--- config.mk ---
export PLATFORM = sky130hd
export DESIGN_NAME = toast_hazard_ctrl
export DESIGN_NICKNAME = d
export VERILOG_FILES = /design/src/rtl/toast_hazard_ctrl.sv
export SDC_FILE = /design/constraint.sdc
export NUM_CORES = 1
export LEC_CHECK = 0
export BUFFER_PORTS_ARGS = -buffer_cell sky130_fd_sc_hd__buf_2
export CELL_PAD_IN_SITES_DETAIL_PLACEMENT = 1
export CELL_PAD_IN_SITES_GLOBAL_PLACEMENT = 1
export CORE_UTILIZATION = 38
export CTS_CLUSTER_SIZE = 28
export DETAILED_ROUTE_END_ITERATION = 6
export HOLD_SLACK_MARGIN = 0.02
export PLACE_DENSITY_LB_ADDON = 0.1
export SLEW_MARGIN = 5
export SYNTH_ARGS = -nofsm -noshare
export SYNTH_HDL_FRONTEND = slang
export SYNTH_SLANG_ARGS = --single-unit
--- constraint.sdc ---
create_clock -name clk_i -period 2.35 [get_ports clk_i]
set_input_delay 0.47 -clock clk_i [delete_from_list [all_inputs] [get_ports clk_i]]
set_output_delay 0.47 -clock clk_i [all_outputs]
set_load 0.02 [all_outputs]
--- src/rtl/toast_hazard_ctrl.sv ---
// -----------------------------------------------------------------------------
// toast_hazard_ctrl
// Decode-stage hazard controller. Detects load-use hazards against the
// instruction entering decode, holds IF/ID flushes for a fixed number of
// cycles after a redirect, halts on ECALL/EBREAK until resumed, and keeps a
// saturating count of IF stall cycles.
//
// Ports
//   clk_i, reset_i             clock (rising edge), async active-high reset
//   IF_rs1_addr_i/rs2_addr_i   source registers of the instruction entering ID
//   IF_rs2_used_i              entering instruction reads rs2
//   ID_mem_rd_en_i, ID_rd_addr_i  load / destination in the ID/EX register
//   ID_exception_i             ECALL/EBREAK in the ID/EX register
//   EX_redirect_i              taken branch/jump resolved this cycle
//   resume_i                   releases HALT
//   clear_count_i              synchronous clear of stall_count_o
//   IF_stall_o, ID_stall_o     hold IF / bubble ID (combinational)
//   IF_flush_o, ID_flush_o     flush fetched instr / ID/EX reg (combinational)
//   halted_o                   controller is in HALT (combinational)
//   stall_count_o              saturating count of IF stall cycles (registered)
// -----------------------------------------------------------------------------
module toast_hazard_ctrl #(
   parameter int unsigned REGFILE_ADDR_WIDTH = 5,
   parameter int unsigned LOAD_STALL_CYCLES  = 1,
   parameter int unsigned FLUSH_CYCLES       = 2,
   parameter int unsigned COUNT_WIDTH        = 16
) (
   input  logic                          clk_i,
   input  logic                          reset_i,
   input  logic [REGFILE_ADDR_WIDTH-1:0] IF_rs1_addr_i,
   input  logic [REGFILE_ADDR_WIDTH-1:0] IF_rs2_addr_i,
   input  logic                          IF_rs2_used_i,
   input  logic                          ID_mem_rd_en_i,
   input  logic [REGFILE_ADDR_WIDTH-1:0] ID_rd_addr_i,
   input  logic                          ID_exception_i,
   input  logic                          EX_redirect_i,
   input  logic                          resume_i,
   input  logic                          clear_count_i,
   output logic                          IF_stall_o,
   output logic                          ID_stall_o,
   output logic                          IF_flush_o,
   output logic                          ID_flush_o,
   output logic                          halted_o,
   output logic [COUNT_WIDTH-1:0]        stall_count_o
);

   localparam int unsigned MAX_CYCLES = (LOAD_STALL_CYCLES > FLUSH_CYCLES) ?
                                        LOAD_STALL_CYCLES : FLUSH_CYCLES;
   localparam int unsigned CNT_W      = (MAX_CYCLES > 1) ? $clog2(MAX_CYCLES + 1) : 1;
   localparam logic [CNT_W-1:0] LSTALL_LOAD = CNT_W'(LOAD_STALL_CYCLES - 1);
   localparam logic [CNT_W-1:0] FLUSH_LOAD  = CNT_W'(FLUSH_CYCLES - 1);
   localparam logic [CNT_W-1:0] CNT_ONE     = CNT_W'(1);

   typedef enum logic [1:0] {
      ST_RUN    = 2'd0,
      ST_LSTALL = 2'd1,
      ST_FLUSH  = 2'd2,
      ST_HALT   = 2'd3
   } state_t;

   state_t                 r_state;
   state_t                 w_next_state;
   logic [CNT_W-1:0]       r_cnt;
   logic [CNT_W-1:0]       w_cnt_next;
   logic [COUNT_WIDTH-1:0] r_stall_count;

   logic w_hazard;
   logic w_stall;
   logic w_if_flush;
   logic w_id_flush;
   logic w_halted;

   // Load-use hazard: x0 never creates a dependency.
   assign w_hazard = ID_mem_rd_en_i && (ID_rd_addr_i != '0) &&
                     ((ID_rd_addr_i == IF_rs1_addr_i) ||
                      (IF_rs2_used_i && (ID_rd_addr_i == IF_rs2_addr_i)));

   // State and down-counter register.
   always_ff @(posedge clk_i or posedge reset_i) begin
      if (reset_i) begin
         r_state <= ST_RUN;
         r_cnt   <= '0;
      end else begin
         r_state <= w_next_state;
         r_cnt   <= w_cnt_next;
      end
   end

   // Next-state and control decode.
   always_comb begin
      w_next_state = r_state;
      w_cnt_next   = r_cnt;
      w_stall      = 1'b0;
      w_if_flush   = 1'b0;
      w_id_flush   = 1'b0;
      w_halted     = 1'b0;

      case (r_state)
         ST_RUN, ST_LSTALL: begin
            if (EX_redirect_i) begin
               // Redirect also aborts an in-progress load stall.
               w_if_flush = 1'b1;
               w_id_flush = 1'b1;
               if (FLUSH_CYCLES > 1) begin
                  w_next_state = ST_FLUSH;
                  w_cnt_next   = FLUSH_LOAD;
               end else begin
                  w_next_state = ST_RUN;
               end
            end else if (r_state == ST_LSTALL) begin
               w_stall    = 1'b1;
               w_cnt_next = r_cnt - CNT_ONE;
               if (r_cnt == CNT_ONE) begin
                  w_next_state = ST_RUN;
               end
            end else if (ID_exception_i) begin
               w_stall      = 1'b1;
               w_next_state = ST_HALT;
            end else if (w_hazard) begin
               w_stall = 1'b1;
               if (LOAD_STALL_CYCLES > 1) begin
                  w_next_state = ST_LSTALL;
                  w_cnt_next   = LSTALL_LOAD;
               end
            end
         end

         ST_FLUSH: begin
            // Instruction being flushed is dead: exceptions/hazards ignored.
            w_if_flush = 1'b1;
            w_id_flush = 1'b1;
            if (EX_redirect_i) begin
               w_cnt_next = FLUSH_LOAD;
            end else begin
               w_cnt_next = r_cnt - CNT_ONE;
               if (r_cnt == CNT_ONE) begin
                  w_next_state = ST_RUN;
               end
            end
         end

         ST_HALT: begin
            w_stall  = 1'b1;
            w_halted = 1'b1;
            if (resume_i) begin
               // Retire the ECALL slot on the way out.
               w_id_flush   = 1'b1;
               w_next_state = ST_RUN;
            end
         end

         default: begin
            w_next_state = ST_RUN;
            w_cnt_next   = '0;
         end
      endcase

      // Flush dominates stall.
      if (w_if_flush) begin
         w_stall = 1'b0;
      end
   end

   // Saturating stall-cycle counter; clear has priority.
   always_ff @(posedge clk_i or posedge reset_i) begin
      if (reset_i) begin
         r_stall_count <= '0;
      end else if (clear_count_i) begin
         r_stall_count <= '0;
      end else if (w_stall && (r_stall_count != '1)) begin
         r_stall_count <= r_stall_count + COUNT_WIDTH'(1);
      end
   end

   // Controls are forced low while reset is asserted.
   assign IF_stall_o    = w_stall    & ~reset_i;
   assign ID_stall_o    = w_stall    & ~reset_i;
   assign IF_flush_o    = w_if_flush & ~reset_i;
   assign ID_flush_o    = w_id_flush & ~reset_i;
   assign halted_o      = w_halted   & ~reset_i;
   assign stall_count_o = r_stall_count;

endmodule
==> metrics.txt <==
# TYPE chip_impl_metric gauge
chip_impl_metric{name="track_usage",unit=""} 0.196
chip_impl_metric{name="fp.dieH",unit="microns"} 63.7
chip_impl_metric{name="p_leak",unit="nW"} 0.755
chip_impl_metric{name="detail_route.wirelength",unit="microns"} 3780
chip_impl_metric{name="maxSlewViolCount",unit=""} 0
chip_impl_metric{name="insertion_delay",unit="ns"} 0.27
chip_impl_metric{name="vias_per_cell",unit=""} 5.61
chip_impl_metric{name="clkSinkCount",unit=""} 20
chip_impl_metric{name="timing.final.crit_share",unit=""} 0.915
chip_impl_metric{name="synthArstFlopShare",unit=""} 1.00
chip_impl_metric{name="die_w",unit="microns"} 63.7
chip_impl_metric{name="die_area",unit="sq um"} 4060
chip_impl_metric{name="slew_headroom",unit=""} 0.682
chip_impl_metric{name="drc_violations_left",unit=""} 0
chip_impl_metric{name="drive_gt1_frac",unit=""} 0.300
chip_impl_metric{name="p_int",unit="mW"} 0.763
chip_impl_metric{name="cts_setup_buffers",unit=""} 0
chip_impl_info{name="capturing_element_type_of_the_critical_path",value="output port"} 1
chip_impl_metric{name="worst-slew-pin-transition",unit="ns"} 0.473
chip_impl_metric{name="period_minus_slack",unit="ns"} 2.15
chip_impl_metric{name="cts.repair.resized",unit=""} 0
chip_impl_metric{name="max_cap_violations",unit=""} 0
chip_impl_metric{name="number_of_global_route_vias_before_repair",unit=""} 1353
chip_impl_info{name="worstSetupPathType",value="in2out"} 1
chip_impl_info{name="run_status",value="complete, no violations"} 1
chip_impl_info{name="dominantRegCellSynth",value="sky130_fd_sc_hd__dfrtp_1"} 1
chip_impl_metric{name="synth-warning-count",unit=""} 0
chip_impl_metric{name="post_drt_wl_per_cell",unit="microns"} 15.2
chip_impl_metric{name="required",unit="ns"} 1.88
chip_impl_metric{name="postRouteAntennaNets",unit=""} 0
chip_impl_info{name="layout.cells.most_common",value="sky130_fd_sc_hd__buf_2"} 1
chip_impl_metric{name="hold_ws",unit="ns"} 0.123
chip_impl_metric{name="gp_routability_congestion",unit=""} 0.782
chip_impl_metric{name="grt_max_degree",unit=""} 28
chip_impl_metric{name="place.port_buffers",unit=""} 43
chip_impl_metric{name="critPathMaxFanout",unit=""} 3
chip_impl_info{name="grt_setup_unrepaired",value="false"} 1
chip_impl_metric{name="grt_first_pass_wirelength",unit="microns"} 6290
chip_impl_metric{name="p_sw_frac",unit=""} 0.353
chip_impl_metric{name="final_core_utilization",unit=""} 0.482
chip_impl_metric{name="syn-instance-count",unit=""} 159
chip_impl_metric{name="vdd_ir_drop_max",unit="mV"} 0.386
chip_impl_metric{name="number_of_endpoints_with_negative_hold_slack_in_the_final_report",unit=""} 0
chip_impl_metric{name="fmax",unit="MHz"} 465
chip_impl_info{name="synth_top_family_by_area",value="simple AND/OR/NAND/NOR gates"} 1
chip_impl_metric{name="dpl_cell_area",unit="sq um"} 1690
chip_impl_metric{name="path_clk_slew",unit="ns"} 0.08
chip_impl_metric{name="cts_hold_buffers",unit=""} 0
chip_impl_metric{name="placement_rows",unit=""} 22
chip_impl_metric{name="yosys.area_share.xor_xnor",unit=""} 0.0666
chip_impl_metric{name="report.final.setup_viol",unit=""} 0
chip_impl_metric{name="clock_skew",unit="ns"} 0.00601
chip_impl_metric{name="yosysSeqAreaShare",unit=""} 0.346
chip_impl_metric{name="synthAdderAreaFrac",unit=""} 0.0173
chip_impl_metric{name="dp.final_hpwl",unit="microns"} 2780
chip_impl_metric{name="number_of_top_level_pins",unit=""} 44
chip_impl_metric{name="antenna_violations_before_repair",unit=""} 0
chip_impl_metric{name="synth.mux.area_fraction",unit=""} 0.0355
chip_impl_metric{name="count_of_state_elements_after_synthesis",unit=""} 20
chip_impl_metric{name="dp.cells",unit=""} 244
chip_impl_info{name="ctsRootBufferMaster",value="sky130_fd_sc_hd__clkbuf_8"} 1
chip_impl_metric{name="cts_buffers",unit=""} 3
chip_impl_metric{name="layoutNonFillerInstCount",unit=""} 248
chip_impl_metric{name="initial_core_util",unit=""} 0.395
chip_impl_metric{name="syn2layout_area_growth",unit="%"} 21.9
chip_impl_info{name="cts_tree",value="done"} 1
chip_impl_metric{name="grt-ovfl-total",unit=""} 0
chip_impl_info{name="synth_top_cells_by_area",value="sky130_fd_sc_hd__dfrtp_1, sky130_fd_sc_hd__xnor2_1, sky130_fd_sc_hd__o31ai_1"} 1
chip_impl_metric{name="cp.arrival",unit="ns"} 1.68
chip_impl_metric{name="syn_area_per_cell",unit="sq um"} 9.10
chip_impl_info{name="layout_common_cells",value="sky130_fd_sc_hd__buf_2, sky130_fd_sc_hd__dfrtp_1, sky130_fd_sc_hd__a21oi_1"} 1
chip_impl_info{name="synth.largest_area_cell",value="sky130_fd_sc_hd__dfrtp_1"} 1
chip_impl_metric{name="r2r_cells",unit=""} 5
chip_impl_metric{name="synth_fp_nets",unit=""} 184
chip_impl_metric{name="powerDensity",unit="nW/um^2"} 669
chip_impl_metric{name="share_seq_of_total_power",unit=""} 0.355
chip_impl_metric{name="final.setup.tns",unit="ns"} 0
chip_impl_metric{name="synth.distinct_cells",unit=""} 45
chip_impl_metric{name="synth-compound-area-share",unit=""} 0.182
chip_impl_metric{name="standard_cell_core_area",unit="sq um"} 3660
chip_impl_metric{name="antenna-diode-count",unit=""} 0
chip_impl_metric{name="first_pass_iters",unit=""} 4
chip_impl_metric{name="buffers_from_clock_root_to_sink_at_most",unit=""} 2
chip_impl_metric{name="synth_edf_count",unit=""} 0
chip_impl_metric{name="netSwitchingPower",unit="mW"} 0.416
chip_impl_metric{name="synthDominantCellAreaShare",unit=""} 0.346
chip_impl_metric{name="violation_count_after_the_first_detailed_route_iteration",unit=""} 95
chip_impl_metric{name="routed-via-count",unit=""} 1392
chip_impl_metric{name="clock_tree.htree_level_count",unit=""} 1
chip_impl_metric{name="netlist_area",unit="sq um"} 1450
chip_impl_metric{name="final_net_count",unit=""} 226
chip_impl_metric{name="power.share.combinational",unit=""} 0.343
chip_impl_info{name="worst_setup_path_start_kind",value="input port"} 1
chip_impl_metric{name="pwr-share-clk",unit=""} 0.301
chip_impl_metric{name="final_area",unit="sq um"} 1760
chip_impl_info{name="min_path_type",value="in2async"} 1
chip_impl_metric{name="yosys.area_share.simple",unit=""} 0.301
[power groups by stage]
stage	Sequential [mW]	Clock [mW]	Combinational, mW
3_5_place_dp	0.426	0	0.409
4_1_cts	0.420	0.363	0.409
6_report	0.419	0.355	0.405
3_3_place_gp	0.424	0	0.392
5_1_grt	0.427	0.372	0.452
2_1_floorplan	0.411	0	0.339
[cell usage after synthesis, types with 2 or more instances]
library cell	count
sky130_fd_sc_hd__a21oi_1	13
sky130_fd_sc_hd__and2_1	2
sky130_fd_sc_hd__and3_1	4
sky130_fd_sc_hd__and4_1	2
sky130_fd_sc_hd__clkbuf_1	4
sky130_fd_sc_hd__dfrtp_1	20
sky130_fd_sc_hd__ha_1	2
sky130_fd_sc_hd__inv_1	6
sky130_fd_sc_hd__mux2_4	2
sky130_fd_sc_hd__nand2_1	8
sky130_fd_sc_hd__nand2b_1	4
sky130_fd_sc_hd__nand3_1	5
sky130_fd_sc_hd__nand4_1	9
sky130_fd_sc_hd__nor2_1	9
sky130_fd_sc_hd__nor2b_1	4
sky130_fd_sc_hd__nor3_1	5
sky130_fd_sc_hd__o21ai_0	4
sky130_fd_sc_hd__o22ai_1	2
sky130_fd_sc_hd__o31ai_1	9
sky130_fd_sc_hd__o41ai_1	2
sky130_fd_sc_hd__or3_1	3
sky130_fd_sc_hd__or4_1	8
sky130_fd_sc_hd__xnor2_1	10
[layout make-up]
type                    instances  area (sq um)
clock buffers                   3          41.3
repair buffers                 45           230
fillers                       450          1900
multi-input cells             125           878
inverters                       6          22.5
clock inverters                 1          30.0
flip-flops and latches         20           500
well taps                      48          60.1
[cells by family after synthesis]
kind of cell,after synthesis
xor+xnor,11
simple gates,71
flops,20
mux,4
fa+ha+maj,2
buf+inv,14
compound gates,37
[through the flow]
step | setup slack (ns) | power, mW
4_1_cts | 0.165 | 1.19
3_3_place_gp | 0.248 | 0.816
3_5_place_dp | 0.174 | 0.835
2_1_floorplan | 0.139 | 0.750
5_1_grt | 0.0695 | 1.25
6_report | 0.199 | 1.18
[worst paths after layout]
kind,endpoint,slack [ns],start
max in group asynchronous,stall_count_o[15],1.73,reset_i
setup reg to reg,stall_count_o[15],0.37,stall_count_o[6]
hold reg to reg,r_cnt[1],0.51,r_cnt[1]
setup / recovery,ID_stall_o,0.20,ID_rd_addr_i[1]
hold / removal,r_state[0],0.12,reset_i
min in group clk_i,r_state[0],0.42,resume_i
[registers in the layout (all words and copies together) (netlist names)]
signal	flops
r_state	2
r_cnt	2
stall_count_o	16
[critical path, cell delays in order]
cell	delay [ns]
sky130_fd_sc_hd__buf_2	0.12
sky130_fd_sc_hd__xnor2_1	0.16
sky130_fd_sc_hd__nand3_1	0.14
sky130_fd_sc_hd__o22ai_1	0.21
sky130_fd_sc_hd__a31oi_1	0.12
sky130_fd_sc_hd__o41ai_2	0.23
sky130_fd_sc_hd__buf_2	0.22
[metal layers]
metal,wire length (microns),track usage,share of wire,vias up
met1,1660,0.242,0.44,664
li1,-,-,-,687
met2,1970,0.356,0.52,37
met3,117,0.0163,0.031,4
met5,0,0,0,-
met4,33,0.0597,0.0087,0
Note: power is estimated with default switching activity, not from simulation.
